<file path="src/rtl/td4_run_controller.sv">
// TD4 run controller: owns the 16x8 program store and decides when the core
// advances (divided free-run, single step, halted) or is held in reset for a load.
module td4_run_controller #(
    parameter int DIV = 4
) (
    input  logic       CLK,
    input  logic       CLR,
    input  logic       RUN_REQ,
    input  logic       HALT_REQ,
    input  logic       STEP_REQ,
    input  logic       LD_VALID,
    output logic       LD_READY,
    input  logic [3:0] LD_ADDR,
    input  logic [7:0] LD_DATA,
    input  logic       LD_LAST,
    input  logic [3:0] CPU_A,
    output logic [7:0] CPU_D,
    output logic       CPU_STEP,
    output logic       CPU_RST_N,
    output logic [1:0] STATE,
    output logic [7:0] STEPS
);

    typedef enum logic [1:0] {
        IDLE = 2'b00,
        RUN  = 2'b01,
        STEP = 2'b10,
        LOAD = 2'b11
    } runState_t;

    localparam logic [7:0] DIV_LAST = 8'(DIV - 1);

    runState_t  state;
    runState_t  nextState;
    logic [7:0] divCnt;
    logic [7:0] stepCnt;
    logic       cpuRstN;
    logic       ldXfer;
    logic [7:0] mem [16];

    // Loader handshake: a beat transfers on a rising edge where LD_VALID and
    // LD_READY are both 1. LD_READY depends on state only, so the loader holds
    // its beat until it sees LD_READY=1; LD_VALID may drop between beats.
    assign ldXfer    = (state == LOAD) && LD_VALID;
    assign LD_READY  = (state == LOAD);
    assign CPU_STEP  = (state == STEP) || ((state == RUN) && (divCnt == DIV_LAST));
    assign CPU_RST_N = cpuRstN;
    assign CPU_D     = mem[CPU_A];
    assign STATE     = state;
    assign STEPS     = stepCnt;

    always_comb begin
        nextState = state;
        case (state)
            IDLE: begin
                if (LD_VALID)      nextState = LOAD;
                else if (RUN_REQ)  nextState = RUN;
                else if (STEP_REQ) nextState = STEP;
            end
            RUN:  if (HALT_REQ) nextState = IDLE;
            STEP: nextState = IDLE;
            LOAD: if (ldXfer && LD_LAST) nextState = IDLE;
            default: nextState = IDLE;
        endcase
    end

    always_ff @(posedge CLK or negedge CLR) begin
        if (!CLR) state <= IDLE;
        else      state <= nextState;
    end

    // Divider only counts while staying in RUN, so every RUN entry starts at 0.
    always_ff @(posedge CLK or negedge CLR) begin
        if (!CLR)                                   divCnt <= 8'd0;
        else if (state == RUN && nextState == RUN)  divCnt <= (divCnt == DIV_LAST) ? 8'd0 : divCnt + 8'd1;
        else                                        divCnt <= 8'd0;
    end

    always_ff @(posedge CLK or negedge CLR) begin
        if (!CLR)                                    stepCnt <= 8'd0;
        else if (state == IDLE && nextState == LOAD) stepCnt <= 8'd0;
        else if (CPU_STEP && stepCnt != 8'hFF)       stepCnt <= stepCnt + 8'd1;
    end

    // Core reset drops on the LOAD entry edge and releases one edge after LOAD exits.
    always_ff @(posedge CLK or negedge CLR) begin
        if (!CLR) cpuRstN <= 1'b0;
        else      cpuRstN <= (state != LOAD) && (nextState != LOAD);
    end

    always_ff @(posedge CLK or negedge CLR) begin
        if (!CLR) begin
            for (int i = 0; i < 16; i++) mem[i] <= 8'h00;
        end else if (ldXfer) begin
            mem[LD_ADDR] <= LD_DATA;
        end
    end

endmodule

</file>
<file path="config.mk">
export PLATFORM = sky130hd
export DESIGN_NAME = td4_run_controller
export DESIGN_NICKNAME = d
export VERILOG_FILES = /design/src/rtl/td4_run_controller.sv
export SDC_FILE = /design/constraint.sdc
export NUM_CORES = 1
export LEC_CHECK = 0
export ABC_CLOCK_PERIOD_IN_PS = 2500
export CAP_MARGIN = 20
export CORE_ASPECT_RATIO = 0.8
export CORE_UTILIZATION = 38
export CTS_CLUSTER_SIZE = 40
export DETAILED_ROUTE_END_ITERATION = 16
export REMOVE_ABC_BUFFERS = 1
export SLEW_MARGIN = 20
export SYNTH_ARGS = -nofsm -noshare
export SYNTH_HDL_FRONTEND = slang
export SYNTH_SLANG_ARGS = --single-unit
export TNS_END_PERCENT = 20
</file>
<file path="constraint.sdc">
create_clock -name CLK -period 2.5 [get_ports CLK]
set_clock_uncertainty 0.2 [all_clocks]
set_input_delay 0.375 -clock CLK [delete_from_list [all_inputs] [get_ports CLK]]
set_output_delay 0.375 -clock CLK [all_outputs]
set_load 0.1 [all_outputs]
</file>
==> results.json, run 1 <==
{
  "status": "finished with violations",
  "violations": "negative setup slack",
  "worst_ep_arrival_time_ns": 2.02,
  "p_per_area_mw_per_mm2": 1100,
  "ys_seq_elements": 147,
  "clkTransAtPathRegs_ns": 0.06,
  "io_buffers": 43,
  "routed_wl_mm": 15.5,
  "synth-seq-area-share": 0.544,
  "grt_pass1_vias": 4271,
  "drtIter0Drc": 278,
  "gp_congestion": 0.746,
  "cp_common_cell": "mux4_2",
  "numCtsBuffers": 17,
  "slew_violations": 0,
  "vias": 4049,
  "place_ws_ns": -0.286,
  "first_pass_iters": 4,
  "start_util": 0.389,
  "grt_max_degree": 56,
  "synth.distinct_cells": 44,
  "diodes": 0,
  "cpPeakStageDelay_ns": 0.54,
  "via_per_inst": 5.35,
  "final_common_cell": "dfrtp_1",
  "dieArea_mm2": 0.0183,
  "clk_latency_ns": 0.42,
  "final-hold-violation-count": 0,
  "cts_buffer_depth": 2,
  "row_count": 43,
  "ir_drop_v": 0.000588,
  "fin_crit_sh": 1.04,
  "yosysWarnings": 0,
  "drt-wirelength-per-cell_um": 20.4,
  "cp.required_ns": 1.92,
  "cap_violations": 0,
  "setup_ws_ns": -0.0958,
  "grt_overflow": 0,
  "reg2reg_depth": 6,
  "dp_cells": 722,
  "fmax_mhz": 385,
  "hold_class": "input pin to asynchronous set/reset pin",
  "ctsHtreeMaxLevel": 4,
  "mostFrequentLayoutCells": "dfrtp_1 (147), mux2_2 (127), mux4_2 (40)",
  "root_buffer": "clkbuf_16",
  "synth_edf_count": 0,
  "startpoint_type": "register",
  "syn_area_per_cell_um2": 15.2,
  "setup_violations": 9,
  "antenna_found_initial": 0,
  "rsz0062_at_grt": "true",
  "syn_inst": 444,
  "dieHeight_um": 121,
  "grt_use_total": 0.188,
  "area_delta_synth_final_pct": 26.3,
  "slowest_stage": "mux4_2",
  "critPathKind": "register to output pin",
  "fin_util": 0.492,
  "crit_fanout": 2,
  "fin_crit_ns": 2.60,
  "nets": 545,
  "cts_tree": "done",
  "p_leak_nw": 3.84,
  "drc_errors": 0,
  "ant_nets": 0,
  "dieWidth_um": 151,
  "worstPathCellList": "mux4_2 > mux4_2 > buf_12",
  "grt_pass1_wl_mm": 24.6,
  "synthArstFlopShare": 1.00,
  "slew_headroom": 0.622,
  "fin_cells": 757,
  "tightest_slew_ns": 0.563,
  "syn-cell-area_mm2": 0.00677,
  "drive_gt1_frac": 0.511,
  "io_pins": 44,
  "dp_hpwl_mm": 9.84,
  "cts.sinks": 147,
  "p_total_mw": 9.39,
  "core_mm2": 0.0174,
  "ys.flop_type": "dfrtp_1",
  "hold_slack_ns": 0.283,
  "endpoint_kind": "output pin"
}
-- through the flow --
stage               TNS, ns  instance area (um^2)
floorplan            -31.68                  6660
global placement      -2.04                  7870
detailed placement    -2.26                  7870
CTS                  -0.841                  8530
global route          -1.14                  8540
finish               -0.610                  8540
-- final timing paths --
path                            end  slack [ns]       from
min in group CLK           mem[119]        0.30   mem[119]
max in group asynchronous   mem[70]        1.17        CLR
max reg2reg                STEPS[3]        0.08  divCnt[0]
max                        CPU_D[7]        -0.1     mem[7]
min                        STEPS[6]        0.28        CLR
min reg2reg                mem[119]        0.30   mem[119]
-- cell families after synthesis --
kind of cell	count (synthesis)	share of synthesized area
and+or+nand+nor	72	0.0603
muxes	171	0.351
buffers and inverters	28	0.0174
AOI/OAI and AO/OA	19	0.0178
xor gates and xnor gates	5	0.00647
adders and majority gates	2	0.00370
DFF	147	0.544
-- cell type report --
cell class / count / area, um^2
clock inverter: 11 / 128
fill: 1464 / 8840
timing repair buffer: 81 / 991
inverter: 4 / 15.0
clock buffer: 20 / 467
multi-input combinational: 269 / 2980
sequential: 147 / 3680
tap: 225 / 282
-- synth_stat cells, types with 4 or more instances --
cell / count / area, um^2
buf_2: 4 / 20.0
nor2_1: 11 / 41.3
dfrtp_1: 147 / 3680
nor3_1: 4 / 20.0
inv_1: 4 / 15.0
a21oi_1: 7 / 35.0
clkbuf_1: 17 / 63.8
nand2_1: 15 / 56.3
nor2_2: 6 / 37.5
nand3_1: 9 / 45.0
nand2b_1: 5 / 31.3
mux2_2: 127 / 1430
mux4_2: 40 / 901
-- critical path: cells and delay by family (launching register included) --
family                 cells  cell delay [ns]
multiplexers               2             1.01
flip-flops                 1             0.39
buffers and inverters      1             0.20
-- timing repair --
action | in CTS | in global routing
pin swaps | 1 | 0
endpoints found under the setup margin | 9 | 11
endpoints found under the hold margin | 52 | 0
gates cloned | 1 | 0
hold buffers | 1 | 0
resized for setup | 5 | 3
setup buffers | 2 | 0
-- metal layers --
layer,part of all wire,GRT usage
met1,0.46,0.258
met2,0.49,0.294
met3,0.034,0.0481
met4,0.0080,0.0544
met5,0,0
-- registers in the layout, summed over array words and instances, names as in the netlist --
signal / cells
STATE: 2
divCnt: 8
CPU_RST_N: 1
mem: 128
STEPS: 8
-- report_power, final --
group / switching [mW] / internal (mW) / leakage [nW]
logic: 1.60 / 1.51 / 1.59
clock network: 0.990 / 1.55 / 0.285
registers: 0.488 / 3.26 / 1.96
Power figures use the tool's default switching activity.
==> inputs of run 2 (changes only) <==
CTS_CLUSTER_SIZE = 10   (was 40)
==> results of run 2 <==
The final DEF is identical to that of run 1; final timing and power are the same.
==> inputs of run 3 (changes only) <==
ABC_AREA = 0   (was unset)
==> results of run 3 <==
The final DEF is identical to that of run 1; final timing and power are the same.
==> RTL change 1, RTL diff (settings of run 2) <==
One comparison of `divCnt` changes from == to >=.
--- a/src/rtl/td4_run_controller.sv
+++ b/src/rtl/td4_run_controller.sv
@@ -73,5 +73,5 @@
     always_ff @(posedge CLK or negedge CLR) begin
         if (!CLR)                                   divCnt <= 8'd0;
-        else if (state == RUN && nextState == RUN)  divCnt <= (divCnt == DIV_LAST) ? 8'd0 : divCnt + 8'd1;
+        else if (state == RUN && nextState == RUN)  divCnt <= (divCnt >= DIV_LAST) ? 8'd0 : divCnt + 8'd1;
         else                                        divCnt <= 8'd0;
     end
Check against the original RTL: same outputs for any inputs over 4 cycles, from zero or initial values; that may be too few to reach the edited logic, so the function may still have changed.
==> RTL change 1 against run 2 <==
The flow still finishes with violations (negative setup slack). Utilization rose by 1.3 points. Sequential cell count did not move. Routed wire length fell by 2.2%. Final cell count fell by 2.2%. Total power fell by 6.0%. Sequential power fell by 7.5%. Area after synthesis fell by 1.6%. Worst setup slack improved by 0.0058 ns. Clock power rose by 7%. Cell area fell by 0.69%. Sequential share of layout area rose by 0.33 points.
==> RTL change 1: results (changes against run 2) <==
Critical path
  – Crit path DAT: 2.01 ns
  – R2r endpoint: STEPS[7] (was STEPS[3])
  – Crit path largest cell delay: 0.52 ns (was 0.54 ns)
  – R2R Setup Slk: 0.16 ns (was 0.08 ns)
  – Worst-case reg-to-reg path depth: 5 (was 6)
  – Worst-path fanout max: 2 (unchanged)
  – RR Startpoint: divCnt[4] (was divCnt[0])
  – CP endpoint: CPU_D[5] (was CPU_D[7])
  – Crit path from: mem[69] (was mem[7])
  – Worst path slowest cell: mux4_2 (unchanged)

Synth
  – Adder-cell share of the synthesized area: 0.376% (was 0.370%)
  – Unique cell type count in the Yosys netlist: 41 (was 44)
  – Synth cell count leaders: dfrtp_1 (147), mux2_2 (128), mux4_2 (40) (was dfrtp_1 (147), mux2_2 (127), mux4_2 (40))
  – Synth Area in Compound Gates: 1.67% (was 1.78%)
  – XOR/XNOR share of the synthesized area: 0% (was 0.647%)
  – Sequential-to-total area share from yosys stat: 55.3% (was 54.4%)
  – Synth area leaders: dfrtp_1 (55%), mux2_2 (22%), mux4_2 (14%) (was dfrtp_1 (54%), mux2_2 (21%), mux4_2 (13%))
  – Proportion of synthesized area in mux cells: 35.8% (was 35.1%)

Placement
  – Port bufs: 43 (unchanged)
  – Post-DP HPWL: 9880 um (was 9840 um)
  – Placer congestion estimate: 0.736 (was 0.746)

STA
  – Setup WS post-layout: -0.0900 ns (was -0.0958 ns)
  – Max-slew headroom: 59.4% (was 62.2%)
  – Final Setup Violations: 9 (unchanged)

Route
  – Length of routed wiring on met1: 6890 um (was 7190 um)
  – Met2 wire len: 7500 um (was 7620 um)
  – Initial detailed-routing violation count: 165 (was 278)
  – WL met3: 457 um (was 522 um)
  – Post-DR wirelength/cell: 20.4 um (about the same)
  – Vias/cell: 5.30 (was 5.35)

Outcome
  – Status: finished with violations (unchanged)
  – Violations in the final reports: negative setup slack (unchanged)

Pwr
  – Peak supply drop: 0.000534 V (was 0.000588 V)
  – Leak pwr: 3.91 nW (was 3.84 nW)

Global route
  – First-pass GRT wire length: 24,300 um (was 24,600 um)
  – Vias in the first global route: 4,221 (was 4,271)
  – Met2 usage: 29.7% (was 29.4%)
  – GRT met3 Usage: 3.25% (was 4.81%)
  – Met1 usage in global routing: 25.1% (was 25.8%)
  – Gr usage total: 18.5% (was 18.8%)
  – Largest net degree at the start of global routing: 60 (was 56)

Clock tree
  – Clock Latency Late Sink: 0.42 ns (about the same)
  – Root Buffer Master: clkbuf_16 (unchanged)
  – CTS Buf Count: 17 (unchanged)

Finish
  – Nets: 533 (was 545)
  – Ratio of cells with drive above 1 in the final layout: 54.0% (was 51.1%)
  – Filler instances: 1,396 (was 1,464)
RTL change 1: timing repair:
item,in CTS,in global routing
buffers inserted,3,0
gates resized for setup,7,1
setup endpoints to repair,9,9
cloned,1,0
hold endpoints to repair,43,0
pin swaps,2,1
hold buffers,1,0
RTL change 1: cell families after synthesis:
group / Yosys count
compound gates: 18
simple gates: 55
other cells: 1
flops: 147
fa+ha+maj: 2
mux: 172
buf+inv: 27
RTL change 1: stage by stage:
step / setup TNS, ns / cells / worst slack [ns] / hold WS (ns) / area [sq um]
after floorplan: -24.88 / 405 / -0.719 / -0.121 / 6590
after global placement: -3.51 / 704 / -0.283 / 0.127 / 7770
after detailed placement: -4.25 / 704 / -0.294 / 0.134 / 7770
after CTS: -0.776 / 740 / -0.101 / 0.256 / 8480
after global routing: -0.986 / 740 / -0.132 / 0.276 / 8480
final: -0.608 / 740 / -0.0900 / 0.247 / 8480
RTL change 1: cell type report:
| type | count | area (sq um) | share of cell area [%] |
|---|---|---|---|
| inverters | 5 | 18.8 | 0.221 |
| well taps | 220 | 275 | 3.24 |
| clock buffers | 23 | 488 | 5.75 |
| multi-input cells | 253 | 2900 | 34.1 |
| repair buffers | 84 | 976 | 11.5 |
| flip-flops and latches | 147 | 3680 | 43.4 |
| clock inverters | 8 | 149 | 1.76 |
RTL change 1: worst reg2reg max path: cells and delay by family (launching register included):
kind | cells | cell delay, ns
AOI/OAI and AO/OA | 2 | 0.51
buffers and inverters | 1 | 0.18
and+or+nand+nor | 2 | 1.03
DFF | 1 | 0.36
RTL change 1: where the power goes:
part / switching, mW / internal, mW / leakage [nW] / total, mW
combinational: 1.39 / 1.24 / 1.64 / 2.63
sequential: 0.382 / 3.08 / 1.97 / 3.46
clock: 0.957 / 1.77 / 0.305 / 2.73
